==> src/rtl/chaos_key_streamer_pkg.sv <==
// -----------------------------------------------------------------------------
// chaos_key_pkg
// Purpose : Shared constants, state type and a small helper for the chaos key
//           streamer. Keys from the four-attractor generator are KEY_W bits
//           each and are streamed out in WORD_W-bit words, most significant
//           word of k1 first.
// Contents: KEY_W, WORD_W, NUM_KEYS, WORDS_PER_KEY, TOTAL_WORDS, derived
//           widths, STREAM_WORDS / LAST_IDX (stream length), ks_state_t,
//           key_of_idx() (word index -> owning key).
// Config  : KEY_STREAM_PARITY_EN adds one XOR-parity word to the stream.
// -----------------------------------------------------------------------------
package chaos_key_pkg;

    localparam int KEY_W         = 384;
    localparam int WORD_W        = 32;
    localparam int NUM_KEYS      = 4;
    localparam int WORDS_PER_KEY = KEY_W / WORD_W;            // 12
    localparam int TOTAL_WORDS   = NUM_KEYS * WORDS_PER_KEY;  // 48
    localparam int SHADOW_W      = NUM_KEYS * KEY_W;          // 1536
    localparam int IDX_W         = 6;
    localparam int KIDX_W        = 2;

`ifdef KEY_STREAM_PARITY_EN
    // One trailing word carrying the XOR of every key word.
    localparam int STREAM_WORDS  = TOTAL_WORDS + 1;
`else
    localparam int STREAM_WORDS  = TOTAL_WORDS;
`endif

    // Index of the first word past the key data (the parity slot when enabled).
    localparam logic [IDX_W-1:0] TOTAL_IDX = IDX_W'(TOTAL_WORDS);
    // Index of the word that carries m_last_o.
    localparam logic [IDX_W-1:0] LAST_IDX  = IDX_W'(STREAM_WORDS - 1);

    typedef enum logic [1:0] {
        IDLE   = 2'd0,
        STREAM = 2'd1,
        DONE   = 2'd2
    } ks_state_t;

    // Key number a word index belongs to. Indices past the key data (the
    // parity slot) saturate to the last key.
    function automatic logic [KIDX_W-1:0] key_of_idx(input logic [IDX_W-1:0] idx);
        logic [KIDX_W-1:0] k;
        k = '0;
        for (int n = 1; n < NUM_KEYS; n++) begin
            if (idx >= IDX_W'(n * WORDS_PER_KEY)) begin
                k = KIDX_W'(n);
            end
        end
        return k;
    endfunction

endpackage

==> src/rtl/chaos_key_streamer_if.sv <==
// -----------------------------------------------------------------------------
// chaos_key_streamer_if
// Purpose : Valid/ready word stream from the key streamer to the cipher stage.
// Signals : m_valid_o   word valid (source -> sink)
//           m_ready_i   sink ready (sink -> source)
//           m_data_o    WORD_W-bit word
//           m_last_o    final word of the stream
//           m_key_idx_o key (0..3) the word belongs to
// Modports: master (streamer side), slave (consumer side).
// -----------------------------------------------------------------------------
interface chaos_key_streamer_if;
    import chaos_key_pkg::*;

    logic                m_valid_o;
    logic                m_ready_i;
    logic [WORD_W-1:0]   m_data_o;
    logic                m_last_o;
    logic [KIDX_W-1:0]   m_key_idx_o;

    modport master (
        output m_valid_o,
        output m_data_o,
        output m_last_o,
        output m_key_idx_o,
        input  m_ready_i
    );

    modport slave (
        input  m_valid_o,
        input  m_data_o,
        input  m_last_o,
        input  m_key_idx_o,
        output m_ready_i
    );

endinterface

==> src/rtl/chaos_key_streamer_word_select.sv <==
// -----------------------------------------------------------------------------
// key_word_select
// Purpose : Combinational word mux. Picks word i_idx out of the packed shadow
//           {k1,k2,k3,k4}; index 0 is k1's most significant word. Indices past
//           the key data return 0 (the top substitutes the parity word there).
// Ports   : i_shadow  [SHADOW_W] captured keys
//           i_idx     [IDX_W]    word index
//           o_word    [WORD_W]   selected word
//           o_key_idx [KIDX_W]   key the index belongs to
// -----------------------------------------------------------------------------
module key_word_select
    import chaos_key_pkg::*;
(
    input  logic [SHADOW_W-1:0] i_shadow,
    input  logic [IDX_W-1:0]    i_idx,
    output logic [WORD_W-1:0]   o_word,
    output logic [KIDX_W-1:0]   o_key_idx
);

    logic [WORD_W-1:0] w_words [TOTAL_WORDS];

    genvar gi;
    generate
        for (gi = 0; gi < TOTAL_WORDS; gi++) begin : g_word
            assign w_words[gi] = i_shadow[SHADOW_W-1-gi*WORD_W -: WORD_W];
        end
    endgenerate

    always_comb begin
        o_word = '0;
        if (i_idx < TOTAL_IDX) begin
            o_word = w_words[i_idx];
        end
    end

    assign o_key_idx = key_of_idx(i_idx);

endmodule

==> src/rtl/chaos_key_streamer.sv <==
// -----------------------------------------------------------------------------
// chaos_key_streamer
// Purpose : Captures the four generator keys on the rising edge of the done
//           flag into a private shadow, then streams them as WORD_W-bit words
//           over a valid/ready interface. The generator may be reset or
//           re-seeded once the shadow is loaded; dropping the flag mid-stream
//           aborts the stream.
// Ports   : clk, rst            clock, asynchronous active-high reset
//           key_flag_i         generator done flag (keys valid while high)
//           k1_i..k4_i [KEY_W] generator keys
//           m_if (master)      word stream: valid/ready/data/last/key_idx
//           busy_o             stream in progress
//           done_o             stream delivered, held until the flag falls
//           abort_o            one-cycle pulse when the flag drops mid-stream
// Config  : KEY_STREAM_PARITY_EN appends an XOR-of-all-words parity word.
// -----------------------------------------------------------------------------
module chaos_key_streamer
    import chaos_key_pkg::*;
(
    input  logic                    clk,
    input  logic                    rst,
    input  logic                    key_flag_i,
    input  logic [KEY_W-1:0]        k1_i,
    input  logic [KEY_W-1:0]        k2_i,
    input  logic [KEY_W-1:0]        k3_i,
    input  logic [KEY_W-1:0]        k4_i,
    chaos_key_streamer_if.master    m_if,
    output logic                    busy_o,
    output logic                    done_o,
    output logic                    abort_o
);

    ks_state_t           r_state, w_state_next;
    logic                r_flag_q;
    logic [SHADOW_W-1:0] r_shadow, w_shadow_next;
    logic [IDX_W-1:0]    r_idx, w_idx_next;
    logic                r_valid, w_valid_next;
    logic [WORD_W-1:0]   r_data, w_data_next;
    logic                r_last, w_last_next;
    logic [KIDX_W-1:0]   r_key_idx, w_key_idx_next;
    logic                r_abort, w_abort_next;
`ifdef KEY_STREAM_PARITY_EN
    logic [WORD_W-1:0]   r_parity, w_parity_next;
`endif

    logic                w_rise;
    logic                w_xfer;
    logic [IDX_W-1:0]    w_idx_inc;
    logic [WORD_W-1:0]   w_sel_word;
    logic [KIDX_W-1:0]   w_sel_key_idx;

    assign w_rise    = key_flag_i & ~r_flag_q;
    assign w_xfer    = r_valid & m_if.m_ready_i;
    assign w_idx_inc = r_idx + 1'b1;

    // The output registers are loaded with the word that follows the one
    // being accepted, so the mux looks one index ahead.
    key_word_select u_word_select (
        .i_shadow  (r_shadow),
        .i_idx     (w_idx_inc),
        .o_word    (w_sel_word),
        .o_key_idx (w_sel_key_idx)
    );

    // Next-state and datapath logic.
    always_comb begin
        w_state_next   = r_state;
        w_shadow_next  = r_shadow;
        w_idx_next     = r_idx;
        w_valid_next   = r_valid;
        w_data_next    = r_data;
        w_last_next    = r_last;
        w_key_idx_next = r_key_idx;
        w_abort_next   = 1'b0;
`ifdef KEY_STREAM_PARITY_EN
        w_parity_next  = r_parity;
`endif

        case (r_state)
            IDLE: begin
                if (w_rise) begin
                    w_state_next   = STREAM;
                    w_shadow_next  = {k1_i, k2_i, k3_i, k4_i};
                    w_idx_next     = '0;
                    w_valid_next   = 1'b1;
                    // The shadow loads on this same edge, so word 0 comes
                    // straight from the key input to keep valid at one cycle.
                    w_data_next    = k1_i[KEY_W-1 -: WORD_W];
                    w_key_idx_next = '0;
                    w_last_next    = (LAST_IDX == '0);
`ifdef KEY_STREAM_PARITY_EN
                    w_parity_next  = '0;
`endif
                end
            end

            STREAM: begin
                if (w_xfer && r_last) begin
                    // Whole stream delivered; a simultaneous flag drop is
                    // handled from DONE on the next edge.
                    w_state_next = DONE;
                    w_valid_next = 1'b0;
                    w_last_next  = 1'b0;
                end else if (!key_flag_i) begin
                    // Any transfer handshaking on this edge is already taken
                    // by the sink; nothing further is presented.
                    w_state_next = IDLE;
                    w_valid_next = 1'b0;
                    w_last_next  = 1'b0;
                    w_abort_next = 1'b1;
                end else if (w_xfer) begin
                    w_idx_next     = w_idx_inc;
                    w_data_next    = w_sel_word;
                    w_key_idx_next = w_sel_key_idx;
                    w_last_next    = (w_idx_inc == LAST_IDX);
`ifdef KEY_STREAM_PARITY_EN
                    w_parity_next  = r_parity ^ r_data;
                    if (w_idx_inc == TOTAL_IDX) begin
                        w_data_next = r_parity ^ r_data;
                    end
`endif
                end
            end

            DONE: begin
                if (!key_flag_i) begin
                    w_state_next = IDLE;
                end
            end

            default: begin
                w_state_next = IDLE;
                w_valid_next = 1'b0;
                w_last_next  = 1'b0;
            end
        endcase
    end

    // FSM state register.
    always_ff @(posedge clk or posedge rst) begin
        if (rst) begin
            r_state <= IDLE;
        end else begin
            r_state <= w_state_next;
        end
    end

    // Datapath and output registers.
    always_ff @(posedge clk or posedge rst) begin
        if (rst) begin
            r_flag_q  <= 1'b0;
            r_shadow  <= '0;
            r_idx     <= '0;
            r_valid   <= 1'b0;
            r_data    <= '0;
            r_last    <= 1'b0;
            r_key_idx <= '0;
            r_abort   <= 1'b0;
`ifdef KEY_STREAM_PARITY_EN
            r_parity  <= '0;
`endif
        end else begin
            r_flag_q  <= key_flag_i;
            r_shadow  <= w_shadow_next;
            r_idx     <= w_idx_next;
            r_valid   <= w_valid_next;
            r_data    <= w_data_next;
            r_last    <= w_last_next;
            r_key_idx <= w_key_idx_next;
            r_abort   <= w_abort_next;
`ifdef KEY_STREAM_PARITY_EN
            r_parity  <= w_parity_next;
`endif
        end
    end

    assign m_if.m_valid_o   = r_valid;
    assign m_if.m_data_o    = r_data;
    assign m_if.m_last_o    = r_last;
    assign m_if.m_key_idx_o = r_key_idx;

    assign busy_o  = (r_state == STREAM);
    assign done_o  = (r_state == DONE);
    assign abort_o = r_abort;

endmodule

==> src/flat_wrapper.sv <==
// flat-port wrapper written by rule: the top's interface ports become plain ports
module chaos_key_streamer_flat import chaos_key_pkg::*;
  (clk, rst, key_flag_i, k1_i, k2_i, k3_i, k4_i, busy_o, done_o, abort_o, m_if_m_valid_o, m_if_m_data_o, m_if_m_last_o, m_if_m_key_idx_o, m_if_m_ready_i);
  chaos_key_streamer_if m_if_i ();
  input  logic clk;
  input  logic rst;
  input  logic key_flag_i;
  input  logic [KEY_W-1:0] k1_i;
  input  logic [KEY_W-1:0] k2_i;
  input  logic [KEY_W-1:0] k3_i;
  input  logic [KEY_W-1:0] k4_i;
  output logic busy_o;
  output logic done_o;
  output logic abort_o;
  output wire logic [$bits(m_if_i.m_valid_o)-1:0] m_if_m_valid_o;
  output wire logic [$bits(m_if_i.m_data_o)-1:0] m_if_m_data_o;
  output wire logic [$bits(m_if_i.m_last_o)-1:0] m_if_m_last_o;
  output wire logic [$bits(m_if_i.m_key_idx_o)-1:0] m_if_m_key_idx_o;
  input wire logic [$bits(m_if_i.m_ready_i)-1:0] m_if_m_ready_i;
  assign m_if_m_valid_o = m_if_i.m_valid_o;
  assign m_if_m_data_o = m_if_i.m_data_o;
  assign m_if_m_last_o = m_if_i.m_last_o;
  assign m_if_m_key_idx_o = m_if_i.m_key_idx_o;
  assign m_if_i.m_ready_i = m_if_m_ready_i;
  chaos_key_streamer u_core (.clk(clk), .rst(rst), .key_flag_i(key_flag_i), .k1_i(k1_i), .k2_i(k2_i), .k3_i(k3_i), .k4_i(k4_i), .m_if(m_if_i), .busy_o(busy_o), .done_o(done_o), .abort_o(abort_o));
endmodule
==> config.mk <==
export PLATFORM = sky130hd
export DESIGN_NAME = chaos_key_streamer_flat
export DESIGN_NICKNAME = d
export VERILOG_FILES = /design/src/rtl/chaos_key_streamer_pkg.sv /design/src/rtl/chaos_key_streamer_if.sv /design/src/rtl/chaos_key_streamer_word_select.sv /design/src/rtl/chaos_key_streamer.sv /design/src/flat_wrapper.sv
export SDC_FILE = /design/constraint.sdc
export NUM_CORES = 2
export LEC_CHECK = 0
export ABC_AREA = 1
export CAP_MARGIN = 30
export CORE_AREA = 2 2 610 612
export CTS_CLUSTER_DIAMETER = 150
export CTS_CLUSTER_SIZE = 24
export DETAILED_ROUTE_END_ITERATION = 7
export DIE_AREA = 0 0 612 614
export GPL_ROUTABILITY_DRIVEN = 0
export GPL_TIMING_DRIVEN = 0
export PLACE_DENSITY = 0.44
export SLEW_MARGIN = 5
export SYNTH_ARGS = -nofsm -noshare
export SYNTH_HDL_FRONTEND = slang
export SYNTH_SLANG_ARGS = --single-unit
==> constraint.sdc <==
create_clock -name clk -period 62.4 [get_ports clk]
set_clock_uncertainty 0.1 [all_clocks]
set_input_delay 12.48 -clock clk [delete_from_list [all_inputs] [get_ports clk]]
set_output_delay 12.48 -clock clk [all_outputs]
set_load 0.01 [all_outputs]
==> reports/results.tsv <==
metric	value	unit
yosys warns	0	
Slew Viols, Final	0	
period utilization	0.263	
GRT Overall Usage	0.279	
Detail Route Antenna Nets	0	
largest net degree at the start of global routing	117	
sequential share of power	0.376	
worst skew pair latency	0.87	ns
R2R depth	20	
met1 wire length	223000	um
Tightest Hold Check Type	reg2reg	
Rows	224	
Vias/cell	4.48	
switching part of the total	0.454	
CP Launch Type	register	
unrepaired setup endpoints after global routing	false	
Netlist Area Pre-Place	76800	um2
CTS tree	built	
critical path capture point type	output port	
met3 wire len	28400	um
layout cells sized above 1	0.0408	
Max VDD drop	0.0174	mV
combinational power share	0.435	
cells after synthesis	10500	
final wirelength	541000	um
total DRC errors in the routed layout	0	
vias in the first global route	76100	
critical setup path kind	reg2out	
fmax	60.9	MHz
P&R area growth vs syn	33.3	%
DR pass1 iterations	8	
nets	13800	
CTS Root Cell	clkbuf_16	
grt ovf	0	
DR iter-0 viols	7582	
commonest non-fill, non-tap cell in the layout	nand2_1	
crit path DAT	3.83	ns
postcts setup bufs	0	
CTS buffer count	82	
first-pass GRT wire length	700000	um
Worst Path Max Fanout	10	
initial antenna violation count	258	
final setup vio count	0	
syn nets	12100	
Worst slew margin	0.271	
met2 WL	259000	um
number of I/O pins	1579	
Crit path required time	49.82	ns
most frequent cells in the layout	nand2_1, dfrtp_1, clkdlybuf4s50_1	
Max Cap Viol	0	
CTS sink count	1582	
status	finished clean	
Final min period	16.41	ns
via count	77700	
Core Box Area	370000	um2
leakage	0.0484	uW
Tightest Pin Transition	1.09	ns
Die X	612	um
register area share after synthesis	0.516	
Die H	614	um
CTS max path bufs	4	
endpoints failing hold	0	
synth unique cells	25	
die area	376000	um2
Yosys reg bits	1582	
P_sw	1560	uW
IO buf count	1578	
# H-tree levels	3	
routed len/inst	31.2	um
fillcell total	41200	
syn_area_per_cell	7.30	um2
power per cell area	33.5	nW/um2
internal power	1870	uW
final setup TNS	0	ns
initial core utilization	0.207	
clock slew seen by the registers of the worst setup and hold paths	0.11	ns
post-detail-place hpwl	454000	um
hold path depth	2	
Clock power frac	0.189	
Power, Total	3430	uW
top sig layer	met5	
CTS resizes	0	
Post-CTS Hold Fix Bufs	0	
==> power by group through the flow <==
| stage | combinational [uW] | sequential, uW | clock, uW |
|---|---|---|---|
| after floorplan | 669 | 1310 | 0 |
| after global routing | 1600 | 1310 | 692 |
| final | 1490 | 1290 | 650 |
| after detailed placement | 1490 | 1310 | 0 |
| after global placement | 1470 | 1330 | 0 |
| after CTS | 1500 | 1290 | 664 |
==> through the flow <==
step	std cells	setup WS (ns)	cell area, um2	hold WS [ns]	util
6_report	17300	45.99	102000	0.385	0.276
5_1_grt	17300	45.91	102000	0.400	0.276
4_1_cts	17200	45.87	102000	0.388	0.276
3_5_place_dp	17100	45.18	99800	0.360	0.270
3_3_place_gp	17100	-20.80	98800	0.358	0.267
2_1_floorplan	10500	5.18	76800	0.344	-
==> layer usage <==
metal	track usage	vias up
met3	0.0375	794
met4	0.142	58
met5	0	-
li1	-	35800
met2	0.470	2992
met1	0.349	38100
==> registers in the layout, summed over array words and instances, names as in the netlist <==
register and flops:
u_core.abort_o 1, u_core.m_if.m_data_o 32, u_core.m_if.m_key_idx_o 2, u_core.m_if.m_last_o 1, u_core.m_if.m_valid_o 1, u_core.r_flag_q 1
u_core.r_idx 6, u_core.r_shadow 1536, u_core.r_state 2
==> synthesized netlist by cell type <==
cell type / count / area, um2
nor2_1: 302 / 1130
buf_1: 48 / 180
a31oi_1: 1 / 6.26
buf_2: 290 / 1450
o22ai_1: 2 / 12.5
dfrtp_1: 1582 / 39600
xnor2_2: 1 / 16.3
nand3_1: 868 / 4340
a22o_1: 1 / 8.76
clkbuf_1: 339 / 1270
nor2_4: 3 / 33.8
inv_2: 5 / 18.8
inv_1: 1307 / 4910
nor3_1: 1 / 5.00
o211ai_1: 46 / 345
ha_1: 2 / 25.0
or2_2: 32 / 200
o21ai_0: 1354 / 6780
a21oi_1: 99 / 495
xor2_1: 3 / 26.3
xor2_2: 1 / 16.3
a21oi_2: 1 / 8.76
nand2_1: 4226 / 15900
buf_4: 3 / 22.5
clkinv_1: 1 / 3.75
==> kinds of logic (layout without fill, tap and decap cells) <==
| group | after synthesis | in the layout | share of synthesized area |
|---|---|---|---|
| DFF | 1582 | 1582 | 0.516 |
| AOI/OAI and AO/OA | 1504 | 1504 | 0.0997 |
| adders and majority gates | 2 | 2 | 0.000326 |
| and+or+nand+nor | 5432 | 5432 | 0.281 |
| xor gates and xnor gates | 5 | 5 | 0.000766 |
| other | 0 | 113 | 0 |
| buffers and inverters | 1993 | 3721 | 0.102 |
==> final cells by class <==
type / count / area, um2 / share of cell area
clock inverters: 10 / 115 / 0.00112
plain buffers: 680 / 2940 / 0.0288
well taps: 4972 / 6220 / 0.0608
clock buffers: 85 / 2110 / 0.0206
multi-input cells: 6943 / 29300 / 0.286
diodes: 113 / 283 / 0.00276
inverters: 1313 / 4940 / 0.0482
repair buffers: 1633 / 16800 / 0.165
flip-flops and latches: 1582 / 39600 / 0.387
==> critical path, cell delays in order, from the launching register on <==
cell             delay [ns]
dfrtp_1                0.51
nand2_1                0.42
clkinv_1               0.45
clkbuf_1               0.57
clkdlybuf4s50_1        0.98
==> worst paths after layout <==
path | start | to | slack (ns)
setup / recovery | u_core.r_state[0]$_DFFE_PP0N_ | busy_o | 45.99
hold / removal | u_core.r_shadow[1164]$_DFFE_PP0P_ | u_core.r_shadow[1164]$_DFFE_PP0P_ | 0.38
setup reg to reg | u_core.r_idx[0]$_DFFE_PP0P_ | u_core.m_if.m_data_o[1]$_DFFE_PP0P_ | 56.38
hold reg to reg | u_core.r_shadow[1164]$_DFFE_PP0P_ | u_core.r_shadow[1164]$_DFFE_PP0P_ | 0.38
max in group asynchronous | rst | u_core.r_shadow[739]$_DFFE_PP0P_ | 47.07
min in group asynchronous | rst | u_core.r_shadow[278]$_DFFE_PP0P_ | 11.90
(Power assumes the default switching activity.)
